**src/rtl/matrix_buffer_if.sv**
```systemverilog
// Row-load / bit-serial-drain bus of matrix_buffer.
// The master drives rows and pulls bit-planes; the slave is the buffer.
interface matrix_buffer_if #(
  parameter int N      = 4,
  parameter int DATA_W = 32
);
  logic [N*DATA_W-1:0] in_row;
  logic                in_valid;
  logic                in_ready;
  logic                start;
  logic                flush;
  logic                full;
  logic [N*N-1:0]      out_bits;
  logic                out_valid;
  logic                out_ready;
  logic                out_last;

  modport master (
    output in_row, in_valid, start, flush, out_ready,
    input  in_ready, full, out_bits, out_valid, out_last
  );

  modport slave (
    input  in_row, in_valid, start, flush, out_ready,
    output in_ready, full, out_bits, out_valid, out_last
  );
endinterface

```
**src/rtl/matrix_buffer.sv**
```systemverilog
// NxN matrix buffer: loads N rows, then shifts all elements out MSB-first as N*N-bit planes.
// Optional macro MATRIX_BUFFER_TRANSPOSE_EN adds a transpose input that stores rows as columns.
module matrix_buffer #(
  parameter int N      = 4,
  parameter int DATA_W = 32
) (
  input  logic                clk,
  input  logic                rst_n,
`ifdef MATRIX_BUFFER_TRANSPOSE_EN
  input  logic                transpose,
`endif
  matrix_buffer_if.slave      bus,
  output logic [1:0]          dbg_state_o
);

  localparam int RW = $clog2(N);
  localparam int BW = $clog2(DATA_W);
  localparam logic [RW-1:0] ROW_LAST = RW'(N - 1);
  localparam logic [BW-1:0] BIT_TOP  = BW'(DATA_W - 1);

  typedef enum logic [1:0] {
    ST_LOAD  = 2'd0,
    ST_FULL  = 2'd1,
    ST_SHIFT = 2'd2
  } state_t;

  state_t            state_q, state_d;
  logic [RW-1:0]     row_cnt_q, row_cnt_d;
  logic [BW-1:0]     bit_cnt_q, bit_cnt_d;
  logic [DATA_W-1:0] mem_q [N][N];
  logic              row_we;
  logic              tp_eff;
  logic [N*N-1:0]    out_bits_w;

  // Handshakes: a row transfers on a rising edge where in_valid && in_ready;
  // a bit-plane transfers where out_valid && out_ready. A valid side holds its
  // data stable until the transfer; ready may change freely.
  assign bus.in_ready  = (state_q == ST_LOAD);
  assign bus.full      = (state_q == ST_FULL);
  assign bus.out_valid = (state_q == ST_SHIFT);
  assign bus.out_last  = (state_q == ST_SHIFT) && (bit_cnt_q == '0);
  assign bus.out_bits  = out_bits_w;
  assign dbg_state_o   = state_q;

  assign row_we = (state_q == ST_LOAD) && bus.in_valid && !bus.flush;

`ifdef MATRIX_BUFFER_TRANSPOSE_EN
  logic tp_q, tp_d;

  // Row 0 carries its own transpose sample; later rows use the held value.
  assign tp_eff = (row_cnt_q == '0) ? transpose : tp_q;

  always_comb begin
    tp_d = tp_q;
    if (bus.flush)                     tp_d = 1'b0;
    else if (row_we && row_cnt_q == '0) tp_d = transpose;
  end

  always_ff @(posedge clk or negedge rst_n) begin
    if (!rst_n) tp_q <= 1'b0;
    else        tp_q <= tp_d;
  end
`else
  assign tp_eff = 1'b0;
`endif

  always_comb begin
    state_d   = state_q;
    row_cnt_d = row_cnt_q;
    bit_cnt_d = bit_cnt_q;
    case (state_q)
      ST_LOAD: begin
        if (bus.in_valid) begin
          if (row_cnt_q == ROW_LAST) begin
            state_d   = ST_FULL;
            row_cnt_d = '0;
          end else begin
            row_cnt_d = row_cnt_q + 1'b1;
          end
        end
      end
      ST_FULL: begin
        if (bus.start) begin
          state_d   = ST_SHIFT;
          bit_cnt_d = BIT_TOP;
        end
      end
      ST_SHIFT: begin
        if (bus.out_ready) begin
          if (bit_cnt_q == '0) state_d = ST_LOAD;
          else                 bit_cnt_d = bit_cnt_q - 1'b1;
        end
      end
      default: state_d = ST_LOAD;
    endcase
    if (bus.flush) begin
      state_d   = ST_LOAD;
      row_cnt_d = '0;
      bit_cnt_d = '0;
    end
  end

  always_ff @(posedge clk or negedge rst_n) begin
    if (!rst_n) begin
      state_q   <= ST_LOAD;
      row_cnt_q <= '0;
      bit_cnt_q <= '0;
    end else begin
      state_q   <= state_d;
      row_cnt_q <= row_cnt_d;
      bit_cnt_q <= bit_cnt_d;
    end
  end

  // Transposed write: incoming row k lands in column k, so mem[r][k] = in_row[col r].
  always_ff @(posedge clk or negedge rst_n) begin
    if (!rst_n) begin
      for (int r = 0; r < N; r++)
        for (int c = 0; c < N; c++)
          mem_q[r][c] <= '0;
    end else if (bus.flush) begin
      for (int r = 0; r < N; r++)
        for (int c = 0; c < N; c++)
          mem_q[r][c] <= '0;
    end else if (row_we) begin
      for (int r = 0; r < N; r++)
        for (int c = 0; c < N; c++)
          if (tp_eff ? (RW'(c) == row_cnt_q) : (RW'(r) == row_cnt_q))
            mem_q[r][c] <= bus.in_row[(tp_eff ? r : c)*DATA_W +: DATA_W];
    end
  end

  always_comb begin
    out_bits_w = '0;
    if (state_q == ST_SHIFT)
      for (int r = 0; r < N; r++)
        for (int c = 0; c < N; c++)
          out_bits_w[r*N+c] = mem_q[r][c][bit_cnt_q];
  end

endmodule

```
**src/flat_wrapper.sv**
```systemverilog
// flat-port wrapper written by rule: the top's interface ports become plain ports
module matrix_buffer_flat 
#(
  parameter int N      = 4,
  parameter int DATA_W = 32
)
  (clk, rst_n, dbg_state_o, bus_in_row, bus_in_valid, bus_start, bus_flush, bus_out_ready, bus_in_ready, bus_full, bus_out_bits, bus_out_valid, bus_out_last);
  matrix_buffer_if #(.N(N), .DATA_W(DATA_W)) bus_i ();
  input  logic clk;
  input  logic rst_n;
  output logic [1:0] dbg_state_o;
  input wire logic [$bits(bus_i.in_row)-1:0] bus_in_row;
  input wire logic [$bits(bus_i.in_valid)-1:0] bus_in_valid;
  input wire logic [$bits(bus_i.start)-1:0] bus_start;
  input wire logic [$bits(bus_i.flush)-1:0] bus_flush;
  input wire logic [$bits(bus_i.out_ready)-1:0] bus_out_ready;
  output wire logic [$bits(bus_i.in_ready)-1:0] bus_in_ready;
  output wire logic [$bits(bus_i.full)-1:0] bus_full;
  output wire logic [$bits(bus_i.out_bits)-1:0] bus_out_bits;
  output wire logic [$bits(bus_i.out_valid)-1:0] bus_out_valid;
  output wire logic [$bits(bus_i.out_last)-1:0] bus_out_last;
  assign bus_i.in_row = bus_in_row;
  assign bus_i.in_valid = bus_in_valid;
  assign bus_i.start = bus_start;
  assign bus_i.flush = bus_flush;
  assign bus_i.out_ready = bus_out_ready;
  assign bus_in_ready = bus_i.in_ready;
  assign bus_full = bus_i.full;
  assign bus_out_bits = bus_i.out_bits;
  assign bus_out_valid = bus_i.out_valid;
  assign bus_out_last = bus_i.out_last;
  matrix_buffer #(.N(N), .DATA_W(DATA_W)) u_core (.clk(clk), .rst_n(rst_n), .bus(bus_i), .dbg_state_o(dbg_state_o));
endmodule
```
**config.mk**
```make
export PLATFORM = sky130hd
export DESIGN_NAME = matrix_buffer_flat
export DESIGN_NICKNAME = d
export VERILOG_FILES = /design/src/rtl/matrix_buffer_if.sv /design/src/rtl/matrix_buffer.sv /design/src/flat_wrapper.sv
export SDC_FILE = /design/constraint.sdc
export NUM_CORES = 1
export LEC_CHECK = 0
export ABC_AREA = 1
export BUFFER_PORTS_ARGS = -buffer_cell sky130_fd_sc_hd__buf_2
export CORE_UTILIZATION = 60
export DETAILED_ROUTE_END_ITERATION = 10
export GPL_TIMING_DRIVEN = 0
export PLACE_DENSITY_LB_ADDON = 0.25
export SKIP_LAST_GASP = 1
export SLEW_MARGIN = 20
export SYNTH_ARGS = -nofsm -noshare
export SYNTH_HDL_FRONTEND = slang
export SYNTH_SLANG_ARGS = --single-unit
```
**constraint.sdc**
```tcl
create_clock -name clk -period 2.2 [get_ports clk]
set_input_delay 0.66 -clock clk [delete_from_list [all_inputs] [get_ports clk]]
set_output_delay 0.66 -clock clk [all_outputs]
set_load 0.05 [all_outputs]
```
After elaboration in Yosys (flattened, before gate mapping)
Cells that the tools add are included. Widths: inputs -> output; s select.

Register bits: 521. Output and inout bits: 22. Input bits: 134. Word-level logic and storage cells: 123.

Eq/ne operators: 12. Add/subtract/negate cells: 2. Reductions and logical operators: 22. Magnitude comparators: 1. Muxes and demuxes: 67.

Operators by type and width (count): $mux 512 (2); $mux 32 (16); $bmux 1 s5 (16); $mux 2 (10); $mux 5 (4); $mux 1 (16); $mux 16 (1); $reduce_bool 2->1 (7); $ne 3x3->1 const B (4); $pmux 5 s2 (1); $reduce_and 2->1 (5); $lt 5x6->1 const B (1); $ne 3x2->1 const B (2); $pmux 2 s3 (1); $logic_not 5->1 (1); $reduce_and 5->1 (1); $sub 5x1->5 const B (1); $eq 2x2->1 const A (2); $eq 2x2->1 const B (2); $logic_not 2->1 (2); $reduce_and 4->1 (1); $logic_and 1x1->1 (3); $reduce_bool 3->1 (1); $add 2x1->2 const B (1); 3 further kinds (3).

Depth between registers and ports, before layout
Depth after elaboration: 5. Mapped depth: 12. Gate-level depth less buffers: 10.

Worst setup path after synthesis
No wires, ideal clock.

Path type: register to output. From: register u_core.state_q[1], in the netlist u_core.dbg_state_o[1]. To: output port bus_out_bits[10]. Data required time: 1.540 ns. Buffers on the path: 2. Slack: -1.338 ns. Stages on the path, launching flop included: 7. Arrival time: 2.878 ns. Cells stage by stage: dfrtp_1 -> inv_1 -> nor2_1 -> inv_1 -> clkbuf_1 -> buf_2 -> a21oi_1.

Word-level cells in the longest chain between the ends: 2.

Ends and longest elaborated chain: from (decl) (line matrix_buffer.sv:27) `state_t state_q, state_d;`; from (signal assigned) (line matrix_buffer.sv:109) `state_q <= state_d;`; $eq 2x2->1; via bus_out_valid (line flat_wrapper.sv:20) `output wire logic [$bits(bus_i.out_valid)-1:0] bus_out_valid;`; $mux 16 (line matrix_buffer.sv:135) `if (state_q == ST_SHIFT)`; to (decl) (line flat_wrapper.sv:19) `output wire logic [$bits(bus_i.out_bits)-1:0] bus_out_bits;`.

The timed path passes the listed nets, and every way through them passes these cells.

Worst setup path in the final report
From: register u_core.bit_cnt_q[0]. To: output port bus_out_bits[4].

Word-level cells in the longest chain between the ends: 3.

Ends and longest elaborated chain: from (decl) (line matrix_buffer.sv:29) `logic [BW-1:0] bit_cnt_q, bit_cnt_d;`; from (signal assigned) (line matrix_buffer.sv:111) `bit_cnt_q <= bit_cnt_d;`; $bmux 1 s5 (line matrix_buffer.sv:138) `out_bits_w[r*N+c] = mem_q[r][c][bit_cnt_q];`; $mux 1 (implied by the code) (line matrix_buffer.sv:138); $mux 16 (line matrix_buffer.sv:135).

Every way passes these cells. The select of a mux whose other input is x is not followed.

==> results.py <==
metrics = {
    "yosys": {
        "synth-async-reset-ratio": 1.00,
        "synthDistinctLibCells": 27,
        "synth_area_mm2": 0.0258,
        "ys_seq_elements": 521,
        "synth.avg_cell_area_um2": 9.46,
        "yosysSeqAreaShare": 0.504,
        "synthCells": 2733,
        "synth_ff_type": "dfrtp_1",
        "synth_top_area_cell": "dfrtp_1",
        "synth_top_cell_area_share": 0.504,
        "yosysMostFrequentCell": "nand2_1",
        "yosysWarnings": 0,
        "synth_edf_count": 0,
        "synth_common_cells": "706 x nand2_1, 521 x dfrtp_1, 336 x mux2_2, 214 x nand3_1, 202 x inv_1",
        "syn_nets": 2872,
        "synth_area_leaders": "dfrtp_1 50%, mux2_2 15%, nand2_1 10%, nand3_1 4.1%, inv_1 2.9%",
    },
    "timing": {
        "drv_slew": 0,
        "finalClockSkew_ns": 0.0137,
        "min_period_ns": 3.25,
        "slew_headroom": 0.106,
        "finalHoldViolCount": 21,
        "max_freq_mhz": 308,
        "rsz0062_at_grt": "true",
        "setup_ws_ns": -1.05,
        "tightest_slew_ns": 1.34,
        "layout_worst_path_cycle_share": 1.48,
        "fin_setup_tns_ns": -17.00,
        "setup_viol": 20,
        "hold_ws_ns": -0.0168,
    },
    "clock_network": {
        "root_buffer": "clkbuf_16",
        "cts.sink_count": 521,
        "clk_latency_ns": 0.62,
        "ctsHtreeMaxLevel": 2,
        "clk_pin_slew_ns": 0.06,
        "cts-buffers-inserted": 55,
        "clockBufferDepth": 3,
        "cts_tree": "built",
    },
    "critical_path": {
        "worstSetupPathType": "reg -> out",
        "worst_r2r_endpoint": "u_core.mem_q[487]$_DFFE_PN0P_",
        "r2r_setup_slack_ns": 0,
        "cp.required_ns": 1.54,
        "critPathLaunchType": "flop",
        "cp_slowest_stage_delay_ns": 0.40,
        "critPathMaxFanout": 10,
        "cp_num_cells": 11,
        "crit_chain": "buf_12 -> clkinv_8 -> buf_12 -> buf_12 -> nand2_1 -> nand3_1 -> nand3_1 -> nand3_1 -> nand3_1 -> a21oi_2 -> buf_6",
        "r2r_cells": 7,
        "rr_startpoint": "u_core.dbg_state_o[0]$_DFFE_PN0P_",
        "worst_path_max_delay_cell": "dfrtp_1",
        "cp-end-kind": "output port",
        "crit_arrival_ns": 2.59,
        "path_delay_family": "buffers and inverters",
        "crit_top_cell": "nand3_1",
        "worst-path-buf-inv": 5,
    },
    "power": {
        "p_per_area_mw_per_mm2": 1370,
        "power.leakage_uw": 0.0155,
        "vdd_drop_max_v": 0.00120,
    },
    "layout": {
        "drive_gt1_frac": 0.318,
        "area_growth_syn_to_layout_pct": 22.0,
        "nNetsFinal": 3114,
        "stdcell_count": 3558,
        "stdcell_area_mm2": 0.0315,
    },
    "placed_design": {
        "port_buffers": 154,
        "finalWeightedCongestion": 1.04,
        "dp_worst_setup_slack_ns": -1.44,
        "placed_cell_area_mm2": 0.0277,
        "placed_cells": 3432,
        "dp_hpwl_um": 72000,
    },
    "routing": {
        "totalWireLength_um": 109000,
        "wl_per_cell_um": 30.5,
        "drc": 0,
        "vias": 22900,
        "detail-route-antenna-nets": 0,
        "post_drt_via_cell_ratio": 6.42,
        "drt_pre_antenna_iters": 8,
        "drt_iter0_drc": 3038,
    },
    "job": {
        "max_cap_viol_count": 0,
    },
    "die": {
        "die-area_mm2": 0.0439,
        "io_pins": 156,
        "core_mm2": 0.0422,
        "start_util": 0.612,
        "rows": 75,
        "die_h_um": 210,
        "die_w_um": 210,
    },
    "outcome": {
        "violations": "hold timing, setup timing",
        "status": "complete, but fails checks",
    },
    "grt": {
        "grt_pass1_vias": 22500,
        "grt_max_degree": 102,
        "grt_remaining_overflow": 0,
        "grt_pass1_wl_um": 153000,
        "grt_antenna_before_repair": 3,
        "grtUsageTotal": 0.498,
    },
    "hold_path": {
        "hold_path_class": "in -> async",
    },
}
-- registers in the layout, summed over array words and instances (netlist names) --
register,flops
u_core.dbg_state_o,2
u_core.row_cnt_q,2
u_core.bit_cnt_q,5
u_core.mem_q,512
-- metal layers --
metal  vias to the layer above  track usage  share of wire
met3                       500        0.171           0.14
met4                         2        0.375          0.089
met1                     11200        0.642           0.36
met5                         -      0.00445        0.00012
li1                       9372            -              -
met2                      1755        0.692           0.41
-- power by group --
part | leakage (uW) | switching (uW) | total (uW) | internal, uW
Combinational | 0.00791 | 14300 | 21500 | 7190
Sequential | 0.00672 | 844 | 11900 | 11000
Clock | 0.000924 | 4020 | 9740 | 5720
Total | 0.0155 | 19200 | 43100 | 23900
-- cell type report --
type / count / area, um2
fillers: 2940 / 10700
inverters: 209 / 813
plain buffers: 178 / 1940
repair buffers: 186 / 1520
repair inverters: 1 / 8.76
diodes: 2 / 5.00
clock inverters: 14 / 173
well taps: 539 / 674
flip-flops and latches: 521 / 13000
multi-input cells: 1823 / 11700
clock buffers: 85 / 1690
-- worst register-to-register path, stage by stage (launching register included) --
cell	delay [ns]
dfrtp_2	0.46
nor2_4	0.16
nand2_2	0.07
inv_2	0.10
nand2_2	0.06
nand2_2	0.33
buf_2	0.50
mux2_2	0.40
-- worst max-delay path by stage --
stage | from | end
2_1_floorplan | u_core.bit_cnt_q[2]$_DFFE_PN0P_ | bus_out_bits[5]
3_3_place_gp | rst_n | u_core.dbg_state_o[1]$_DFFE_PN0P_
3_5_place_dp | u_core.bit_cnt_q[1]$_DFFE_PN0P_ | bus_out_bits[11]
4_1_cts | u_core.bit_cnt_q[0]$_DFFE_PN0P_ | bus_out_bits[14]
5_1_grt | u_core.bit_cnt_q[0]$_DFFE_PN0P_ | bus_out_bits[4]
6_report | u_core.bit_cnt_q[0]$_DFFE_PN0P_ | bus_out_bits[4]
-- metrics by stage --
| stage | utilization | total power, uW |
|---|---|---|
| final | 0.747 | 43100 |
| after global routing | 0.747 | 43500 |
| after CTS | 0.737 | 40700 |
| after global placement | 0.651 | 27600 |
| after detailed placement | 0.655 | 27900 |
| after floorplan | - | 20500 |
-- cell usage in the layout, fill, tap and decap left out, drive strengths merged --
master and count:
clkinvlp 2, nand3 214, bufbuf 2, ha 5
mux2 448, nand2 713, inv 207, dfrtp 521
bufinv 4, nor2 185, clkbuf 132, diode 2
o211ai 1, a21oi 116, nand4 1, buf 315
clkinv 11, o21ai 140
-- logic make-up (layout without fill, tap and decap cells) --
group           Yosys count  in the layout  synth area share
other cells               0              2                 0
mux                     448            448             0.202
compound gates          257            257            0.0503
buf+inv                 389            673            0.0680
simple gates           1113           1113             0.173
fa+ha+maj                 5              5           0.00242
flops                   521            521             0.504
-- repair_timing --
action,CTS,global route
gates cloned,5,7
setup endpoints to repair,35,104
pin swaps,36,19
hold buffers,0,0
setup buffers,11,4
gates resized for setup,412,63
Power figures use the tool's default switching activity.
